===== src/rtl/cnt10_pkg.sv =====
// Shared types and constants for the CNT10 sequencing controller.
package cnt10_pkg;

  localparam int WRAP_W_DEF = 8;
  localparam logic [3:0] DEC_MAX = 4'd9;

  typedef enum logic [1:0] {
    S_IDLE = 2'd0,
    S_LOAD = 2'd1,
    S_RUN  = 2'd2,
    S_DONE = 2'd3
  } state_t;

endpackage


===== src/rtl/cnt10_evt_cnt.sv =====
// Saturating event counter with clear and a
// hit flag for the increment that reaches lim.
module cnt10_evt_cnt #(
  parameter int W = 8
) (
  input  logic         clk,
  input  logic         rst,
  input  logic         clr,
  input  logic         inc,
  input  logic [W-1:0] lim,
  output logic         hit
);

  logic [W-1:0] cnt;
  logic [W-1:0] nxt;

  assign nxt = (&cnt) ? cnt : cnt + 1'b1;
  assign hit = inc & (nxt == lim);

  always_ff @(posedge clk) begin
    if (!rst) begin
      cnt <= '0;
    end else if (clr) begin
      cnt <= '0;
    end else if (inc) begin
      cnt <= nxt;
    end
  end

endmodule


===== src/rtl/cnt10_seq_ctrl.sv =====
// Sequencer: preload CNT10, run for a number of
// carry events, then stop and report the digit.
module cnt10_seq_ctrl
  import cnt10_pkg::*;
#(
  parameter int WRAP_W = WRAP_W_DEF
) (
  input  logic              clk,
  input  logic              rst,
  input  logic              start,
  input  logic [3:0]        preset,
  input  logic [WRAP_W-1:0] nwrap,
  input  logic              pause,
  input  logic              abort,
  output logic              busy,
  output logic              done,
  output logic              err,
  output logic [7:0]        result,
  output logic              cnt_en,
  output logic              cnt_load_n,
  output logic [7:0]        cnt_data,
  input  logic              cnt_cout,
  input  logic [7:0]        cnt_dout
);

  state_t            state;
  logic [3:0]        preset_r;
  logic [WRAP_W-1:0] nwrap_r;
  logic              accept;
  logic              wrap_inc;
  logic              wrap_hit;

  assign accept   = (state == S_IDLE) & start
                  & (preset <= DEC_MAX);
  assign wrap_inc = (state == S_RUN) & ~pause
                  & cnt_cout;

  assign busy       = (state != S_IDLE);
  assign done       = (state == S_DONE);
  assign cnt_load_n = (state != S_LOAD);
  assign cnt_en     = (state == S_RUN) & ~pause;
  assign cnt_data   = {4'b0, preset_r};

  cnt10_evt_cnt #(
    .W(WRAP_W)
  ) u_wrap (
    .clk(clk),
    .rst(rst),
    .clr(accept),
    .inc(wrap_inc),
    .lim(nwrap_r),
    .hit(wrap_hit)
  );

  always_ff @(posedge clk) begin
    if (!rst) begin
      state    <= S_IDLE;
      preset_r <= '0;
      nwrap_r  <= '0;
      err      <= 1'b0;
      result   <= '0;
    end else begin
      err <= 1'b0;
      unique case (state)
        S_IDLE: begin
          if (accept) begin
            preset_r <= preset;
            nwrap_r  <= nwrap;
            state    <= S_LOAD;
          end else if (start) begin
            err <= 1'b1;
          end
        end
        S_LOAD: begin
          if (abort)
            state <= S_IDLE;
          else if (nwrap_r == '0)
            state <= S_DONE;
          else
            state <= S_RUN;
        end
        S_RUN: begin
          if (abort)
            state <= S_IDLE;
          else if (wrap_hit)
            state <= S_DONE;
        end
        S_DONE: begin
          // an abort here still returns to idle,
          // but the digit is not reported
          if (!abort)
            result <= cnt_dout;
          state <= S_IDLE;
        end
        default: state <= S_IDLE;
      endcase
    end
  end

endmodule


===== config.mk =====
export PLATFORM = sky130hd
export DESIGN_NAME = cnt10_seq_ctrl
export DESIGN_NICKNAME = d
export VERILOG_FILES = /design/src/rtl/cnt10_pkg.sv /design/src/rtl/cnt10_evt_cnt.sv /design/src/rtl/cnt10_seq_ctrl.sv
export SDC_FILE = /design/constraint.sdc
export NUM_CORES = 1
export LEC_CHECK = 0
export BUFFER_PORTS_ARGS = -buffer_cell sky130_fd_sc_hd__buf_2
export CORE_MARGIN = 2
export CORE_UTILIZATION = 40
export DETAILED_ROUTE_END_ITERATION = 16
export PLACE_DENSITY = 0.71
export SLEW_MARGIN = 5
export SYNTH_ARGS = -nofsm -noshare
export SYNTH_HDL_FRONTEND = slang
export SYNTH_SLANG_ARGS = --single-unit

===== constraint.sdc =====
create_clock -name clk -period 4.2 [get_ports clk]
set_input_delay 0.84 -clock clk [delete_from_list [all_inputs] [get_ports clk]]
set_output_delay 0.84 -clock clk [all_outputs]
set_load 0.03 [all_outputs]

# Word level (Yosys, flattened, before mapping)
# Cells that the tools add are included.
# W data, S select, Z words.
# totals
register_bits,31
inputBits,26
output_inout_bits,21
word_cells,41
# classes
add_sub_neg,1
order_cmp,1
n_eq_ne,7
muxes,8
n_bitwise,9
reduce_logical,9
# ops
operator,count
$add A8 B1 Y8 const B,1
$eq A8 B8 Y1,1
$logic_not A8 Y1,1
$mux W2,4
$mux W8,1
$pmux W2 S4,1
$reduce_and A8 Y1,1
$reduce_and A2 Y1,3
$and A1 B1 Y1,5
$eq A2 B2 Y1 const B,2
$le A4 B4 Y1 const B,1
$not A1 Y1,4
$ne A3 B2 Y1 const B,1
$reduce_or A3 Y1,1
$eq A2 B1 Y1 const B,1
$logic_not A2 Y1,1
$mux W1,2
$ne A2 B1 Y1 const B,1
$ne A2 B2 Y1 const B,1
$reduce_bool A2 Y1,1
$reduce_or A2 Y1,1

# Depth between registers and ports, before layout
# depth
depth_word,7
depth_mapped,8
mapped_depth_nobuf,7

# Hierarchy
# A second synthesis with hierarchy kept.
# hier_totals
hier_cells,194
area_unflattened_um2,1655.3
# by_module_without_submodules
module,n_inst,cells_each,area_per_inst_um2,seq_area_each_um2
cnt10_seq_ctrl,1,111,983.4,460.4
cnt10_evt_cnt,1,83,671.9,160.2

# Worst setup path after synthesis
# OpenSTA, ideal clock, no wires.
# synth_timing
path_type,input to register
start,input pause
end,register state[0]
setup_time_ps,96
t_arrival_ps,2644
required_ps,4104
setup_slack_ps,1460
cell_stages,5
n_path_buf,0
path_cell_list,nor3b_1 nand2_1 nor4_2 o2111ai_1 o41ai_2
# synth_between
elab_chain_len,6
# synth_lines
element,line_no,source
start: declaration,cnt10_seq_ctrl.sv:13,"input logic pause,"
$not A1 Y1,cnt10_seq_ctrl.sv:35,assign wrap_inc = (state == S_RUN) & ~pause
$and A1 B1 Y1,cnt10_seq_ctrl.sv:35,
$and A1 B1 Y1,cnt10_seq_ctrl.sv:36,& cnt_cout;
$and A1 B1 Y1,cnt10_evt_cnt.sv:18,assign hit = inc & (nxt == lim);
$ne A3 B2 Y1 (no source line),--,
$reduce_and A2 Y1 (no source line),--,
end signal: assignment,cnt10_seq_ctrl.sv:57,state <= S_IDLE;
end signal: assignment,cnt10_seq_ctrl.sv:69,state <= S_LOAD;
end signal: assignment,cnt10_seq_ctrl.sv:76,state <= S_IDLE;
end: declaration,cnt10_seq_ctrl.sv:26,state_t state;
# Every way passes these cells.
# A chain may end at the register's enable or synchronous reset.

# Worst setup path in the final report
# layout_timing
start,register u_wrap.cnt[0]
end,register state[0]
# layout_between
elab_chain_len,6
word_cells_on_any_way,7
classes_between,add/sub: 1; eq/ne: 2; mux: 1; bitwise: 1; reduce/logical: 2
# layout_lines
element,line_no,source
start: declaration,cnt10_evt_cnt.sv:14,logic [W-1:0] cnt;
start signal: assignment,cnt10_evt_cnt.sv:26,cnt <= nxt;
$add A8 B1 Y8 / $reduce_and A8 Y1 (equally long branches),cnt10_evt_cnt.sv:17,assign nxt = (&cnt) ? cnt : cnt + 1'b1;
$mux W8 (*),cnt10_evt_cnt.sv:17,
$eq A8 B8 Y1 (*),cnt10_evt_cnt.sv:18,
$and A1 B1 Y1 (*),cnt10_evt_cnt.sv:18,
$ne A3 B2 Y1 (no source line) (*),--,
$reduce_and A2 Y1 (no source line) (*),--,
# Mark *: on every way between the ends. The rest lies on a longest branch, timed or not.

==> flow_summary.yaml <==
critical_path:
  cp.required_ns: 4.39
  startpoint: "u_wrap.cnt[0]$_SDFFE_PP0P_"
  r2r_start: "u_wrap.cnt[0]$_SDFFE_PP0P_"
  worstPathMaxFanout: 9
  crit_path_start_kind: "register"
  cp-end-kind: "register"
  crit_type: "reg -> reg"
  crit_arrival_ns: 2.47
  rrSetupSlack_ns: 1.91
  r2r_cells: 7
global_routing:
  grt_overflow: 0
  grt_max_degree: 24
  grt_util_all_layers_pct: 15.4
  first_global_vias: 1392
  antenna_found_initial: 0
  grt_pass1_wl_um: 6100
yosys:
  ys_ff_latch: 31
  synthTopCellsByArea: "dfxtp_1, mux2i_1, nor2b_1"
  synth-main-ff-cell: "dfxtp_1"
  yosysSeqAreaShare_pct: 36.5
  synth_top_area_share_pct: 36.5
  ys_warn_count: 0
  syn-cell-area_mm2: 0.00170
  syn_avg_cell_area_um2: 9.00
  syn_inst: 189
  synth_edf_count: 0
  synth_cell_types: 43
  yosysTopAreaCell: "dfxtp_1"
  synthArstFlopShare_pct: 0
power:
  p_per_area_mw_per_mm2: 349
  p_sw_mw: 0.167
  switching_share_pct: 23.9
  power_frac_clock_pct: 43.2
  p_comb_share_pct: 11.8
  p_leak_nw: 0.915
  p_int_mw: 0.531
  ir_drop_v: 0.000176
  p_seq_share_pct: 45.0
layout:
  antenna_cells: 0
  final_nets: 254
  final_util_pct: 49.2
  drive_gt1_share_pct: 25.0
  area_growth_pct: 17.4
clock_network:
  clk_path_buf_depth: 2
  path_clk_slew_ns: 0.07
  clock-root-buffer: "clkbuf_8"
  post-cts-setup-buffers: 0
  clk_latency_ns: 0.28
  cts_made_buffers: 5
  h-tree-depth: 2
  cts_resized: 0
  hold_buffers: 0
  cts_sinks: 31
  cts_tree: "done"
die:
  initial_core_util_pct: 41.9
  die_x_um: 69.2
  row_count: 23
  placeableCoreArea_mm2: 0.00406
  dieArea_mm2: 0.00479
  io_pins: 47
  die_h_um: 69.2
timing:
  relSlewSlack_pct: 59.3
  min_period_over_period_pct: 54.4
  rsz0062_at_grt: "false"
  layout_min_cycle_time_ns: 2.29
  fmax_mhz: 437
  finalWorstSetupSlack_ns: 1.91
  report.final.hold_viol_count: 0
  drv_slew: 0
  worstMarginPinSlew_ns: 0.609
  finalSetupViolCount: 0
  setup-tns-final_ns: 0
  skew_ns: 0.00398
place:
  place_congestion: 0.806
  place.port_buffers: 42
  dp_worst_setup_slack_ns: 1.64
  dp.final_hpwl_um: 2560
route:
  drc: 0
  vias_per_cell: 5.17
  wl_per_cell_um: 12.1
  dr.pass1.iters: 4
  drtIter0Drc: 37
  wl_um: 3380
  ant_nets: 0
  routed-via-count: 1436
hold_path:
  min_path_cells: 2
  holdCritStartpoint: "preset_r[2]$_SDFFE_PN0P_"
  hp-class: "reg -> reg"
run_status:
  status: "complete, no violations"
run:
  drv_cap: 0
==> flip-flops by register name, summed over array words and instances (netlist names) <==
| signal | count |
|---|---|
| u_wrap.cnt | 8 |
| state | 2 |
| err | 1 |
| nwrap_r | 8 |
| preset_r | 4 |
| result | 8 |
==> cell usage after synthesis, drive strengths merged (3+ instances only) <==
cell type	instances
mux2i	24
nor2	19
and2	6
nand2	11
xnor2	5
nor2b	17
o21ai	10
o2111ai	3
nand4	4
inv	4
clkbuf	5
nand3	6
dfxtp	31
xor2	4
nand2b	4
buf	9
==> path summary, 6_finish.rpt <==
kind                         endpoint
min          preset_r[2]$_SDFFE_PN0P_
max reg2reg     state[0]$_SDFFE_PN0P_
min reg2reg  preset_r[2]$_SDFFE_PN0P_
max             state[0]$_SDFFE_PN0P_
==> critical path, stage by stage, from the launching register on <==
cell,delay (ns)
dfxtp_1,0.44
ha_1,0.39
and4_4,0.32
nand2_4,0.06
a32o_1,0.28
nor4_2,0.21
o2111ai_1,0.15
o41ai_2,0.34
==> power by group through the flow <==
stage          combinational, mW  clock [mW]  sequential (mW)
2_1_floorplan             0.0542           0            0.324
3_3_place_gp              0.0820           0            0.321
3_5_place_dp              0.0829           0            0.321
4_1_cts                   0.0831       0.311            0.314
5_1_grt                   0.0909       0.322            0.316
6_report                  0.0820       0.301            0.314
==> cell usage in the layout, fill, tap and decap left out, drive strengths merged, types with 2 or more instances in the layout <==
cell type / instances
o21ai: 10
nand2: 11
mux2i: 24
and3: 2
conb: 4
nor2b: 17
o41ai: 2
xnor2: 5
nor2: 19
nand4: 4
o2111ai: 3
dfxtp: 31
or2b: 2
a31oi: 2
nand2b: 4
nand3: 6
buf: 42
clkbuf: 6
nor4: 2
nor3b: 2
and2: 6
xor2: 4
a21boi: 2
inv: 4
a21oi: 2
==> kinds of logic after synthesis <==
kind of cell	after synthesis	synth area share [%]
flops	31	36.5
simple gates	77	25.0
compound gates	28	11.8
xor+xnor	9	4.63
other cells	1	0.220
buf+inv	18	7.06
fa+ha+maj	1	0.735
mux	24	14.1
==> layout make-up <==
class | instances | area (µm²)
Multi-Input combinational cell | 143 | 972
Timing Repair Buffer | 42 | 210
Fill cell | 387 | 2060
Tap cell | 50 | 62.6
Clock buffer | 6 | 82.6
Inverter | 4 | 15.0
Sequential cell | 31 | 621
Clock inverter | 2 | 35.0
==> metrics by stage <==
stage	power, mW	instances	cell area [µm²]	hold WS (ns)
after CTS	0.709	278	2000	0.505
after global placement	0.403	270	1880	0.488
after global routing	0.729	278	2000	0.536
after detailed placement	0.404	270	1880	0.496
after floorplan	0.378	192	1710	0.526
final	0.698	278	2000	0.500
==> layer usage <==
metal | vias up | global-route usage, % | wire, µm
li1 | 722 | - | -
met1 | 659 | 18.7 | 1550
met2 | 48 | 24.9 | 1570
met3 | 7 | 4.22 | 187
met4 | 0 | 8.06 | 68
met5 | - | 0 | 0
No activity file was read; power rests on OpenSTA's default activity.
